==> src/rtl/fm_demod_pkg.sv <==
// Shared constants and types for the time-shared CORDIC FM demodulator.
//   NCH_MAX        : largest supported channel count
//   PW / PH_OFF    : phase width and its bit offset inside the core result word
//   DPHASE_LIM_*   : glitch-hold window on the per-sample phase step
//   ch_id_t        : channel ID wide enough for NCH_MAX channels
package fm_demod_pkg;
  localparam int NCH_MAX = 8;
  localparam int PW      = 24;
  localparam int PH_OFF  = 24;

  localparam logic [PW-1:0] DPHASE_LIM_POS = 24'h200000;
  localparam logic [PW-1:0] DPHASE_LIM_NEG = 24'hE00000;

  typedef logic [$clog2(NCH_MAX)-1:0] ch_id_t;
endpackage

==> src/rtl/tag_fifo.sv <==
// In-flight channel-tag FIFO. Head entry is visible on rdata without a read
// latency so a core result can be matched to its channel in the same cycle.
//   push/wdata : enqueue (accepted when not full, or when popping the same cycle)
//   pop/rdata  : dequeue head (ignored when empty)
//   full/empty : occupancy flags
module tag_fifo #(
  parameter int W     = 2,
  parameter int DEPTH = 32
) (
  input  logic         clk,
  input  logic         rst_n,
  input  logic         push,
  input  logic [W-1:0] wdata,
  input  logic         pop,
  output logic [W-1:0] rdata,
  output logic         full,
  output logic         empty
);
  localparam int AW = (DEPTH > 1) ? $clog2(DEPTH) : 1;
  localparam int CNW = $clog2(DEPTH + 1);

  logic [W-1:0]   mem [DEPTH];
  logic [AW-1:0]  wr_ptr_q, rd_ptr_q;
  logic [CNW-1:0] cnt_q;
  logic           do_push, do_pop;

  assign full    = (cnt_q == CNW'(DEPTH));
  assign empty   = (cnt_q == '0);
  assign do_pop  = pop & ~empty;
  assign do_push = push & (~full | do_pop);
  assign rdata   = mem[rd_ptr_q];

  function automatic logic [AW-1:0] inc(input logic [AW-1:0] p);
    return (p == AW'(DEPTH - 1)) ? '0 : p + AW'(1);
  endfunction

  always_ff @(posedge clk or negedge rst_n) begin
    if (!rst_n) begin
      wr_ptr_q <= '0;
      rd_ptr_q <= '0;
      cnt_q    <= '0;
    end else begin
      if (do_push) wr_ptr_q <= inc(wr_ptr_q);
      if (do_pop)  rd_ptr_q <= inc(rd_ptr_q);
      if (do_push && !do_pop)      cnt_q <= cnt_q + CNW'(1);
      else if (do_pop && !do_push) cnt_q <= cnt_q - CNW'(1);
    end
  end

  // Storage needs no reset: entries are only read behind a valid count.
  always_ff @(posedge clk) begin
    if (do_push) mem[wr_ptr_q] <= wdata;
  end
endmodule

==> src/rtl/cordic_vec_sched.sv <==
// Shares one CORDIC vectoring core between NCH channels for FM demodulation.
// Round-robin arbiter -> registered core input with channel tag pushed to a
// FIFO; core results pop the FIFO, and a per-channel phase-difference stage
// with glitch hold produces the FM output.
//   clk, rst_n                 : clock, async active-low reset
//   ch_en, req_valid           : per-channel enable / sample valid
//   req_i, req_q               : packed signed I/Q, channel c at [c*DW +: DW]
//   req_ready                  : combinational one-hot grant
//   cor_tvalid, cor_tdata      : to core, {I24, Q24}
//   cor_out_tvalid/_tdata      : from core, phase in [47:24]
//   res_valid/res_ch/res_dphase: demodulated output
//   err_orphan                 : sticky, result seen with no tag in flight
module cordic_vec_sched
  import fm_demod_pkg::*;
#(
  parameter int NCH       = 4,
  parameter int TAG_DEPTH = 32,
  parameter int DW        = 16
) (
  input  logic                    clk,
  input  logic                    rst_n,
  input  logic [NCH-1:0]          ch_en,
  input  logic [NCH-1:0]          req_valid,
  input  logic [NCH*DW-1:0]       req_i,
  input  logic [NCH*DW-1:0]       req_q,
  output logic [NCH-1:0]          req_ready,
  output logic                    cor_tvalid,
  output logic [47:0]             cor_tdata,
  input  logic                    cor_out_tvalid,
  input  logic [47:0]             cor_out_tdata,
  output logic                    res_valid,
  output logic [$clog2(NCH)-1:0]  res_ch,
  output logic [PW-1:0]           res_dphase,
  output logic                    err_orphan
);
  localparam int CW = $clog2(NCH);

  // ---------------- arbiter ----------------
  logic [CW-1:0]  rr_ptr_q, rr_ptr_d;
  logic [NCH-1:0] gnt;
  ch_id_t         gnt_id;
  logic           issue, fifo_full, fifo_empty, pop;
  logic [CW-1:0]  rch;

  // A pop in the same cycle frees a slot, so a full FIFO can still accept.
  always_comb begin
    int idx;
    idx    = 0;
    gnt    = '0;
    gnt_id = '0;
    if (rst_n && (!fifo_full || cor_out_tvalid)) begin
      // Walk offsets high to low so the nearest eligible channel wins.
      for (int k = NCH - 1; k >= 0; k--) begin
        idx = int'(rr_ptr_q) + k;
        if (idx >= NCH) idx = idx - NCH;
        if (req_valid[idx] && ch_en[idx]) begin
          gnt      = '0;
          gnt[idx] = 1'b1;
          gnt_id   = ch_id_t'(idx);
        end
      end
    end
  end

  assign req_ready = gnt;
  assign issue     = |gnt;
  assign rr_ptr_d  = !issue ? rr_ptr_q :
                     (int'(gnt_id) == NCH - 1) ? '0 : CW'(int'(gnt_id) + 1);

  // ---------------- issue register ----------------
  logic        cor_tvalid_q;
  logic [47:0] cor_tdata_q;
  logic [DW-1:0] sel_i, sel_q;

  assign sel_i = req_i[int'(gnt_id)*DW +: DW];
  assign sel_q = req_q[int'(gnt_id)*DW +: DW];

  always_ff @(posedge clk or negedge rst_n) begin
    if (!rst_n) begin
      rr_ptr_q     <= '0;
      cor_tvalid_q <= 1'b0;
      cor_tdata_q  <= '0;
    end else begin
      rr_ptr_q     <= rr_ptr_d;
      cor_tvalid_q <= issue;
      if (issue) cor_tdata_q <= {PW'(signed'(sel_i)), PW'(signed'(sel_q))};
    end
  end

  assign cor_tvalid = cor_tvalid_q;
  assign cor_tdata  = cor_tdata_q;

  tag_fifo #(.W(CW), .DEPTH(TAG_DEPTH)) u_tag_fifo (
    .clk   (clk),
    .rst_n (rst_n),
    .push  (issue),
    .wdata (gnt_id[CW-1:0]),
    .pop   (pop),
    .rdata (rch),
    .full  (fifo_full),
    .empty (fifo_empty)
  );

  // ---------------- differencing ----------------
  logic [NCH-1:0][PW-1:0] prev_q, prev_d, last_d_q, last_d_d;
  logic [NCH-1:0]         primed_q, primed_d, ch_en_q, fall;
  logic [PW-1:0]          phase, dphase, res_dphase_d, res_dphase_q;
  logic                   glitch, primed_e;
  logic                   res_valid_q, err_orphan_q;
  logic [CW-1:0]          res_ch_q;
  logic                   unused_mag;

  assign unused_mag = ^cor_out_tdata[PH_OFF-1:0];
  assign pop   = cor_out_tvalid & ~fifo_empty;
  assign fall  = ch_en_q & ~ch_en;
  assign phase = cor_out_tdata[PH_OFF +: PW];

  // Flush is applied first so a coincident result for the same channel is
  // treated as the first sample after re-priming.
  always_comb begin
    prev_d       = prev_q;
    primed_d     = primed_q & ~fall;
    last_d_d     = last_d_q;
    for (int c = 0; c < NCH; c++)
      if (fall[c]) last_d_d[c] = '0;
    dphase       = phase - prev_q[rch];
    glitch       = ($signed(dphase) > $signed(DPHASE_LIM_POS)) ||
                   ($signed(dphase) < $signed(DPHASE_LIM_NEG));
    primed_e     = primed_d[rch];
    res_dphase_d = '0;
    if (pop) begin
      prev_d[rch]   = phase;
      primed_d[rch] = 1'b1;
      if (!primed_e)   res_dphase_d = '0;
      else if (glitch) res_dphase_d = last_d_d[rch];
      else begin
        res_dphase_d  = dphase;
        last_d_d[rch] = dphase;
      end
    end
  end

  always_ff @(posedge clk or negedge rst_n) begin
    if (!rst_n) begin
      prev_q       <= '0;
      last_d_q     <= '0;
      primed_q     <= '0;
      ch_en_q      <= '0;
      res_valid_q  <= 1'b0;
      res_ch_q     <= '0;
      res_dphase_q <= '0;
      err_orphan_q <= 1'b0;
    end else begin
      prev_q       <= prev_d;
      last_d_q     <= last_d_d;
      primed_q     <= primed_d;
      ch_en_q      <= ch_en;
      res_valid_q  <= pop;
      if (pop) begin
        res_ch_q     <= rch;
        res_dphase_q <= res_dphase_d;
      end
      if (cor_out_tvalid && fifo_empty) err_orphan_q <= 1'b1;
    end
  end

  assign res_valid  = res_valid_q;
  assign res_ch     = res_ch_q;
  assign res_dphase = res_dphase_q;
  assign err_orphan = err_orphan_q;
endmodule

==> config.mk <==
export PLATFORM = sky130hd
export DESIGN_NAME = cordic_vec_sched
export DESIGN_NICKNAME = d
export VERILOG_FILES = /design/src/rtl/fm_demod_pkg.sv /design/src/rtl/tag_fifo.sv /design/src/rtl/cordic_vec_sched.sv
export SDC_FILE = /design/constraint.sdc
export NUM_CORES = 1
export LEC_CHECK = 0
export BUFFER_PORTS_ARGS = -buffer_cell sky130_fd_sc_hd__buf_2
export CORE_ASPECT_RATIO = 0.9
export CORE_MARGIN = 2
export CORE_UTILIZATION = 35
export CTS_CLUSTER_SIZE = 30
export DETAILED_ROUTE_END_ITERATION = 10
export PLACE_DENSITY = 0.49
export SLEW_MARGIN = 20
export SYNTH_ARGS = -nofsm -noshare
export SYNTH_HDL_FRONTEND = slang
export SYNTH_SLANG_ARGS = --single-unit
export TNS_END_PERCENT = 1
==> constraint.sdc <==
create_clock -name clk -period 9.75 [get_ports clk]
set_input_delay 1.95 -clock clk [delete_from_list [all_inputs] [get_ports clk]]
set_output_delay 1.95 -clock clk [all_outputs]
set_load 0.01 [all_outputs]
Yosys cells after proc, flatten, opt, wreduce, memory -nomap -nowiden
Memory sizes are Yosys's and may differ from the RTL's.
Cells that the tools add are included.
{"block": "classes", "n_lt_le_gt_ge": 16, "n_eq_ne": 4, "reduce_logical": 21, "shift": 2, "n_bitwise": 11, "muxes": 79, "addsub": 13}
{"cell": "96-bit two-way mux", "n": 3}
{"cell": "32-bit two-way mux", "n": 8}
{"cell": "24-bit two-way mux", "n": 9}
{"cell": "96-bit bitwise mux", "n": 2}
{"cell": "32-bit by 1-bit >= comparator with 1-bit output (second input constant)", "n": 4}
{"cell": "32-bit by 4-bit < comparator with 1-bit output (second input constant)", "n": 4}
{"cell": "64-bit by 8-bit variable part select with 16-bit output", "n": 2}
{"cell": "24-bit binary-select mux with 2-bit select", "n": 2}
{"cell": "24-bit demux with 2-bit select", "n": 1}
{"cell": "24-bit by 23-bit > comparator with 1-bit output (second input constant)", "n": 1}
{"cell": "24-bit by 22-bit < comparator with 1-bit output (second input constant)", "n": 1}
{"cell": "1-bit two-way mux", "n": 24}
{"cell": "4-bit two-way mux", "n": 6}
{"cell": "24-bit subtractor", "n": 1}
{"cell": "1-bit binary-select mux with 2-bit select", "n": 9}
{"cell": "3-bit two-way mux", "n": 5}
{"cell": "1-bit logical AND", "n": 13}
{"cell": "6-bit two-way mux", "n": 2}
{"cell": "3-bit by 3-bit subtractor with 4-bit output (second input constant)", "n": 3}
{"cell": "5-bit by 1-bit adder with 5-bit output (second input constant)", "n": 2}
{"cell": "1-bit demux with 2-bit select", "n": 5}
{"cell": "5-bit equality test (second input constant)", "n": 2}
{"cell": "5-bit two-way mux", "n": 2}
{"cell": "3-bit >= comparator (second input constant)", "n": 3}
{"cell": "23 further kinds", "n": 32}
{"block": "word_totals", "inputBits": 187, "ram_bits": 64, "register_bits": 287, "mem_count": 1}
{"name": "u_tag_fifo.mem", "depth": 32, "word_bits": 2, "read_ports": 1, "rd_clocked_by_memory_dff": 0, "wr": 1, "line_no": "tag_fifo.sv:22", "text": "logic [W-1:0] mem [DEPTH];"}

Depth between registers and ports, before layout
{"block": "logic_depth", "ltp_word": 20, "mapped_depth": 28, "depth_no_buf": 20}

Modules after synthesis
From an unflattened synthesis, not the netlist that was laid out.
{"block": "unflattened", "hier_cells": 1556, "area_unflattened_um2": 18551.5}
{"mod": "cordic_vec_sched", "instances": 1, "seq_area_each_um2": 6581.3, "area_per_inst_um2": 14818.0, "cells_each": 1293}
{"mod": "tag_fifo", "instances": 1, "seq_area_each_um2": 2322.2, "area_per_inst_um2": 3733.6, "cells_each": 263}

Worst setup path before layout
Ideal clock, no wire load.
{"block": "synth_path", "kind": "register to register", "startpoint": "register u_tag_fifo.rd_ptr_q[1]", "endpoint": "register last_d_q[1] (netlist bit)", "path_stages_with_launch": 28, "n_path_buf": 9, "slack_ns": 4.122, "setup_time_ns": 0.128, "t_arrival_ns": 5.500, "t_required_ns": 9.622, "path_cell_list": "dfrtp_1 -> buf_6 -> buf_6 -> buf_8 -> mux2i_1 -> a22oi_1 -> nand3_1 -> and4_1 -> clkbuf_1 -> buf_1 -> clkbuf_1 -> clkbuf_1 -> nand2_1 -> a31oi_1 -> ha_1 -> inv_1 -> fa_1 -> a21o_1 -> nand4_1 -> a311o_1 -> a21oi_1 -> or3_1 -> buf_1 -> a41o_1 -> o211a_1 -> buf_6 -> o21ai_4 -> mux2_1"}
{"element": "from (decl)", "line_no": "tag_fifo.sv:23", "text": "logic [AW-1:0] wr_ptr_q, rd_ptr_q;"}
{"element": "from (signal assigned)", "line_no": "tag_fifo.sv:44", "text": "if (do_pop) rd_ptr_q <= inc(rd_ptr_q);"}
{"element": "to (signal assigned)", "line_no": "cordic_vec_sched.sv:155", "text": "last_d_q <= last_d_d;"}
{"element": "to (decl)", "line_no": "cordic_vec_sched.sv:105", "text": "logic [NCH-1:0][PW-1:0] prev_q, prev_d, last_d_q, last_d_d;"}

==> insert_results.sql <==
INSERT INTO impl_metrics (metric_group, metric, value, unit) VALUES
('worst_setup_path', 'cp.arrival', '7.81', 'ns'),
('synthesis', 'postSynthNetCount', '2036', ''),
('clocking', 'tritoncts', 'yes', ''),
('global_routing', 'grt_max_degree', '83', ''),
('sta', 'slew_headroom', '36.8', '%'),
('synthesis', 'synth_enable_flop_cells', '64', ''),
('clocking', 'cts_resized', '0', ''),
('floorplanning', 'initial_utilization', '35.4', '%'),
('clocking', 'cts.path.max_buffers', '3', ''),
('global_routing', 'antenna_violations_before_repair', '4', ''),
('sta', 'time_the_final_worst_path_needs_with_i_o_delays_and_setup', '7.36', 'ns'),
('worst_setup_path', 'category_of_the_worst_setup_path_launch_point', 'flop', ''),
('global_routing', 'first_global_vias', '14500', ''),
('placed_design', 'globalplace.congestion', '0.871', ''),
('status', 'outcome', 'finished clean', ''),
('sta', 'worstMarginPinSlew', '0.949', 'ns'),
('routing', 'route.antenna.remaining_nets', '0', ''),
('sta', 'report.final.slew_viol_count', '0', ''),
('synthesis', 'synth_largest_type_area_fraction', '37.2', '%'),
('synthesis', 'yosys_register_bits', '343', ''),
('routing', 'drt-total-wl', '52200', 'um'),
('worst_setup_path', 'worst-endpoint-required', '10.20', 'ns'),
('synthesis', 'postSynth.asyncResetShare', '81.3', '%'),
('routing', 'dr_total_vias', '14400', ''),
('placed_design', 'detailed_place_hpwl', '34800', 'um'),
('sta', 'holdWs', '0.463', 'ns'),
('final_layout', 'drive_above_1_share', '24.8', '%'),
('job', 'drv_cap', '0', ''),
('worst_setup_path', 'biggest_fanout_along_the_worst_timing_path', '57', ''),
('routing', 'post_drt_wl_per_cell', '19.3', 'um'),
('final_layout', 'fill_cells', '5089', ''),
('min_path', 'holdPathStages', '1', ''),
('placed_design', 'io_buffer_count', '243', ''),
('worst_setup_path', 'critPathCaptureType', 'flop', ''),
('synthesis', 'postSynthCellCount', '1806', ''),
('clocking', 'root_buffer', 'sky130_fd_sc_hd__clkbuf_16', ''),
('min_path', 'min_path_type', 'reg2reg', ''),
('clocking', 'post-cts-setup-buffer-count', '0', ''),
('clocking', 'cts.clk_slew.worst_paths', '0.06', 'ns'),
('routing', 'drt_pre_antenna_iters', '5', ''),
('global_routing', 'grt_first_pass_wirelength', '84300', 'um'),
('synthesis', 'synthFlopType', 'sky130_fd_sc_hd__dfrtp_1', ''),
('routing', 'drt_iter0_markers', '869', ''),
('clocking', 'cts.htree.levels', '2', ''),
('global_routing', 'grt_util_all_layers', '19.3', '%'),
('clocking', 'postCtsHoldBufs', '0', ''),
('routing', 'drc', '0', ''),
('final_layout', 'multi_input_area', '0.00895', 'sq mm'),
('synthesis', 'ys.warnings.count', '0', ''),
('synthesis', 'synth.lib_cells_used.distinct', '74', ''),
('worst_setup_path', 'critical_path_start_end_classification', 'reg2reg', ''),
('sta', 'fmaxAchievable', '136', 'MHz'),
('synthesis', 'synth-seq-area-share', '47.5', '%'),
('final_layout', 'final_core_area_utilization', '41.0', '%'),
('global_routing', 'grt-ovfl-total', '0', ''),
('sta', 'final-setup-viol-count', '0', ''),
('floorplanning', 'ios', '268', ''),
('sta', 'rsz0062_at_grt', 'no', ''),
('floorplanning', 'design.die.area', '0.0554', 'sq mm'),
('synthesis', 'ys_top_cells_by_area', 'sky130_fd_sc_hd__dfrtp_1 37%, sky130_fd_sc_hd__edfxtp_1 10%, sky130_fd_sc_hd__mux2_2 6.2%', ''),
('final_layout', 'area.sequential', '0.00890', 'sq mm'),
('floorplanning', 'die_w', '248', 'um'),
('floorplanning', 'std_cell_rows', '80', ''),
('synthesis', 'mappedNetlistArea', '0.0187', 'sq mm'),
('synthesis', 'synth.avg_cell_area', '10.4', 'sq um'),
('final_layout', 'syn_to_final_growth', '15.7', '%'),
('final_layout', 'layout.nets', '2206', ''),
('sta', 'period_share', '75.5', '%'),
('floorplanning', 'die_h', '224', 'um'),
('routing', 'routed_via_count_divided_by_cell_count', '5.31', ''),
('worst_setup_path', 'worstRegToRegCells', '21', ''),
('floorplanning', 'core_region_area', '0.0530', 'sq mm'),
('clocking', 'worstSkewPairLatency', '0.56', 'ns'),
('sta', 'skew', '0.0306', 'ns'),
('synthesis', 'netlist.top_cell.by_area', 'sky130_fd_sc_hd__dfrtp_1', ''),
('sta', 'finalSetupTns', '0', 'ns'),
('sta', 'hold_violations', '0', ''),
('clocking', 'cts.sinks', '343', ''),
('clocking', 'cts_buffers', '40', '');
## cell usage after synthesis (41+ instances only)
cell / number
sky130_fd_sc_hd__nand2_1: 279
sky130_fd_sc_hd__ha_1: 41
sky130_fd_sc_hd__mux2_2: 103
sky130_fd_sc_hd__dfrtp_1: 279
sky130_fd_sc_hd__mux4_2: 41
sky130_fd_sc_hd__a21oi_1: 64
sky130_fd_sc_hd__nor2_1: 88
sky130_fd_sc_hd__mux2i_1: 111
sky130_fd_sc_hd__o21ai_0: 124
sky130_fd_sc_hd__inv_1: 53
sky130_fd_sc_hd__clkbuf_1: 91
sky130_fd_sc_hd__nand3_1: 128
sky130_fd_sc_hd__edfxtp_1: 64
## cell families after synthesis
group                      Yosys count  share of synthesized area [%]
AOI/OAI and AO/OA                  336                           11.6
muxes                              258                           17.2
buffers and inverters              201                           4.99
xor gates and xnor gates            16                          0.748
DFF                                343                           47.5
adders and majority gates           43                           2.95
and+or+nand+nor                    609                           15.0
## through the flow
stage          worst slack, ns  std cells  cell area [sq um]
3_5_place_dp              2.33       2629              20400
4_1_cts                   2.31       2699              21600
6_report                  2.39       2704              21700
3_3_place_gp              2.37       2629              20400
2_1_floorplan             4.12       1806              18700
5_1_grt                   1.86       2703              21700
## cell type report
class                      instances  area share [%]
multi-input combinational       1262            41.2
tap                              697            4.02
clock inverter                    11           0.536
clock buffer                      59            5.27
sequential                       343            41.0
inverter                          54           0.934
antenna                            3          0.0346
timing repair buffer             275            6.91
## worst max-delay path, stage by stage, from the launching register on
cell,delay (ns)
sky130_fd_sc_hd__dfrtp_1,0.32
sky130_fd_sc_hd__buf_4,0.41
sky130_fd_sc_hd__mux2i_1,0.33
sky130_fd_sc_hd__a22oi_1,0.14
sky130_fd_sc_hd__nand3_1,0.18
sky130_fd_sc_hd__and4_2,0.82
sky130_fd_sc_hd__buf_4,0.45
sky130_fd_sc_hd__nand2_1,0.09
sky130_fd_sc_hd__nand3_1,0.08
sky130_fd_sc_hd__o21ai_0,0.11
sky130_fd_sc_hd__ha_1,0.40
sky130_fd_sc_hd__a21o_1,0.17
sky130_fd_sc_hd__nand4_1,0.27
sky130_fd_sc_hd__a311oi_1,0.60
sky130_fd_sc_hd__o211ai_1,0.20
sky130_fd_sc_hd__and4_1,0.20
sky130_fd_sc_hd__nor3_1,0.53
sky130_fd_sc_hd__nor4_4,0.10
sky130_fd_sc_hd__buf_4,0.35
sky130_fd_sc_hd__o21ai_4,0.62
sky130_fd_sc_hd__buf_4,0.39
sky130_fd_sc_hd__mux2_1,0.35
## flip-flops by register name, summed over array words and instances (netlist names)
name                 flops
cor_tdata               32
rr_ptr_q                 2
u_tag_fifo.rd_ptr_q      5
res_valid                1
err_orphan               1
primed_q                 4
prev_q                  96
res_ch                   2
cor_tvalid               1
res_dphase              24
last_d_q                96
u_tag_fifo.cnt_q         6
ch_en_q                  4
u_tag_fifo.wr_ptr_q      5
u_tag_fifo.mem          64
## path summary, 6_finish.rpt
path	end	slack, ns	start
min	err_orphan	0.46	err_orphan
max in group asynchronous	prev_q[90]	6.74	rst_n
min in group asynchronous	res_valid	1.39	rst_n
min reg2reg	err_orphan	0.46	err_orphan
max reg2reg	last_d_q[49]	2.39	u_tag_fifo.rd_ptr_q[1]
max	last_d_q[49]	2.39	u_tag_fifo.rd_ptr_q[1]
## per-layer routing
metal | track usage (%) | up-vias | wire [um] | share of wire, %
met1 | 29.0 | 7209 | 25800 | 49
met2 | 28.8 | 267 | 23100 | 44
met3 | 3.70 | 49 | 2570 | 4.9
met4 | 4.25 | 2 | 795 | 1.5
li1 | - | 6843 | - | -
met5 | 0 | - | 13 | 0.025
## layout by cell type, fill, tap and decap left out, types with 53 or more instances in the layout
cell type,instances
sky130_fd_sc_hd__a21oi_1,64
sky130_fd_sc_hd__buf_2,242
sky130_fd_sc_hd__dfrtp_1,279
sky130_fd_sc_hd__edfxtp_1,64
sky130_fd_sc_hd__inv_1,53
sky130_fd_sc_hd__mux2_2,103
sky130_fd_sc_hd__mux2i_1,111
sky130_fd_sc_hd__nand2_1,279
sky130_fd_sc_hd__nand3_1,128
sky130_fd_sc_hd__nor2_1,87
sky130_fd_sc_hd__o21ai_0,124
Power is left out: the tool's default activity adds up to more than one toggle a clock period on the data nets, which glitch-free logic cannot reach.
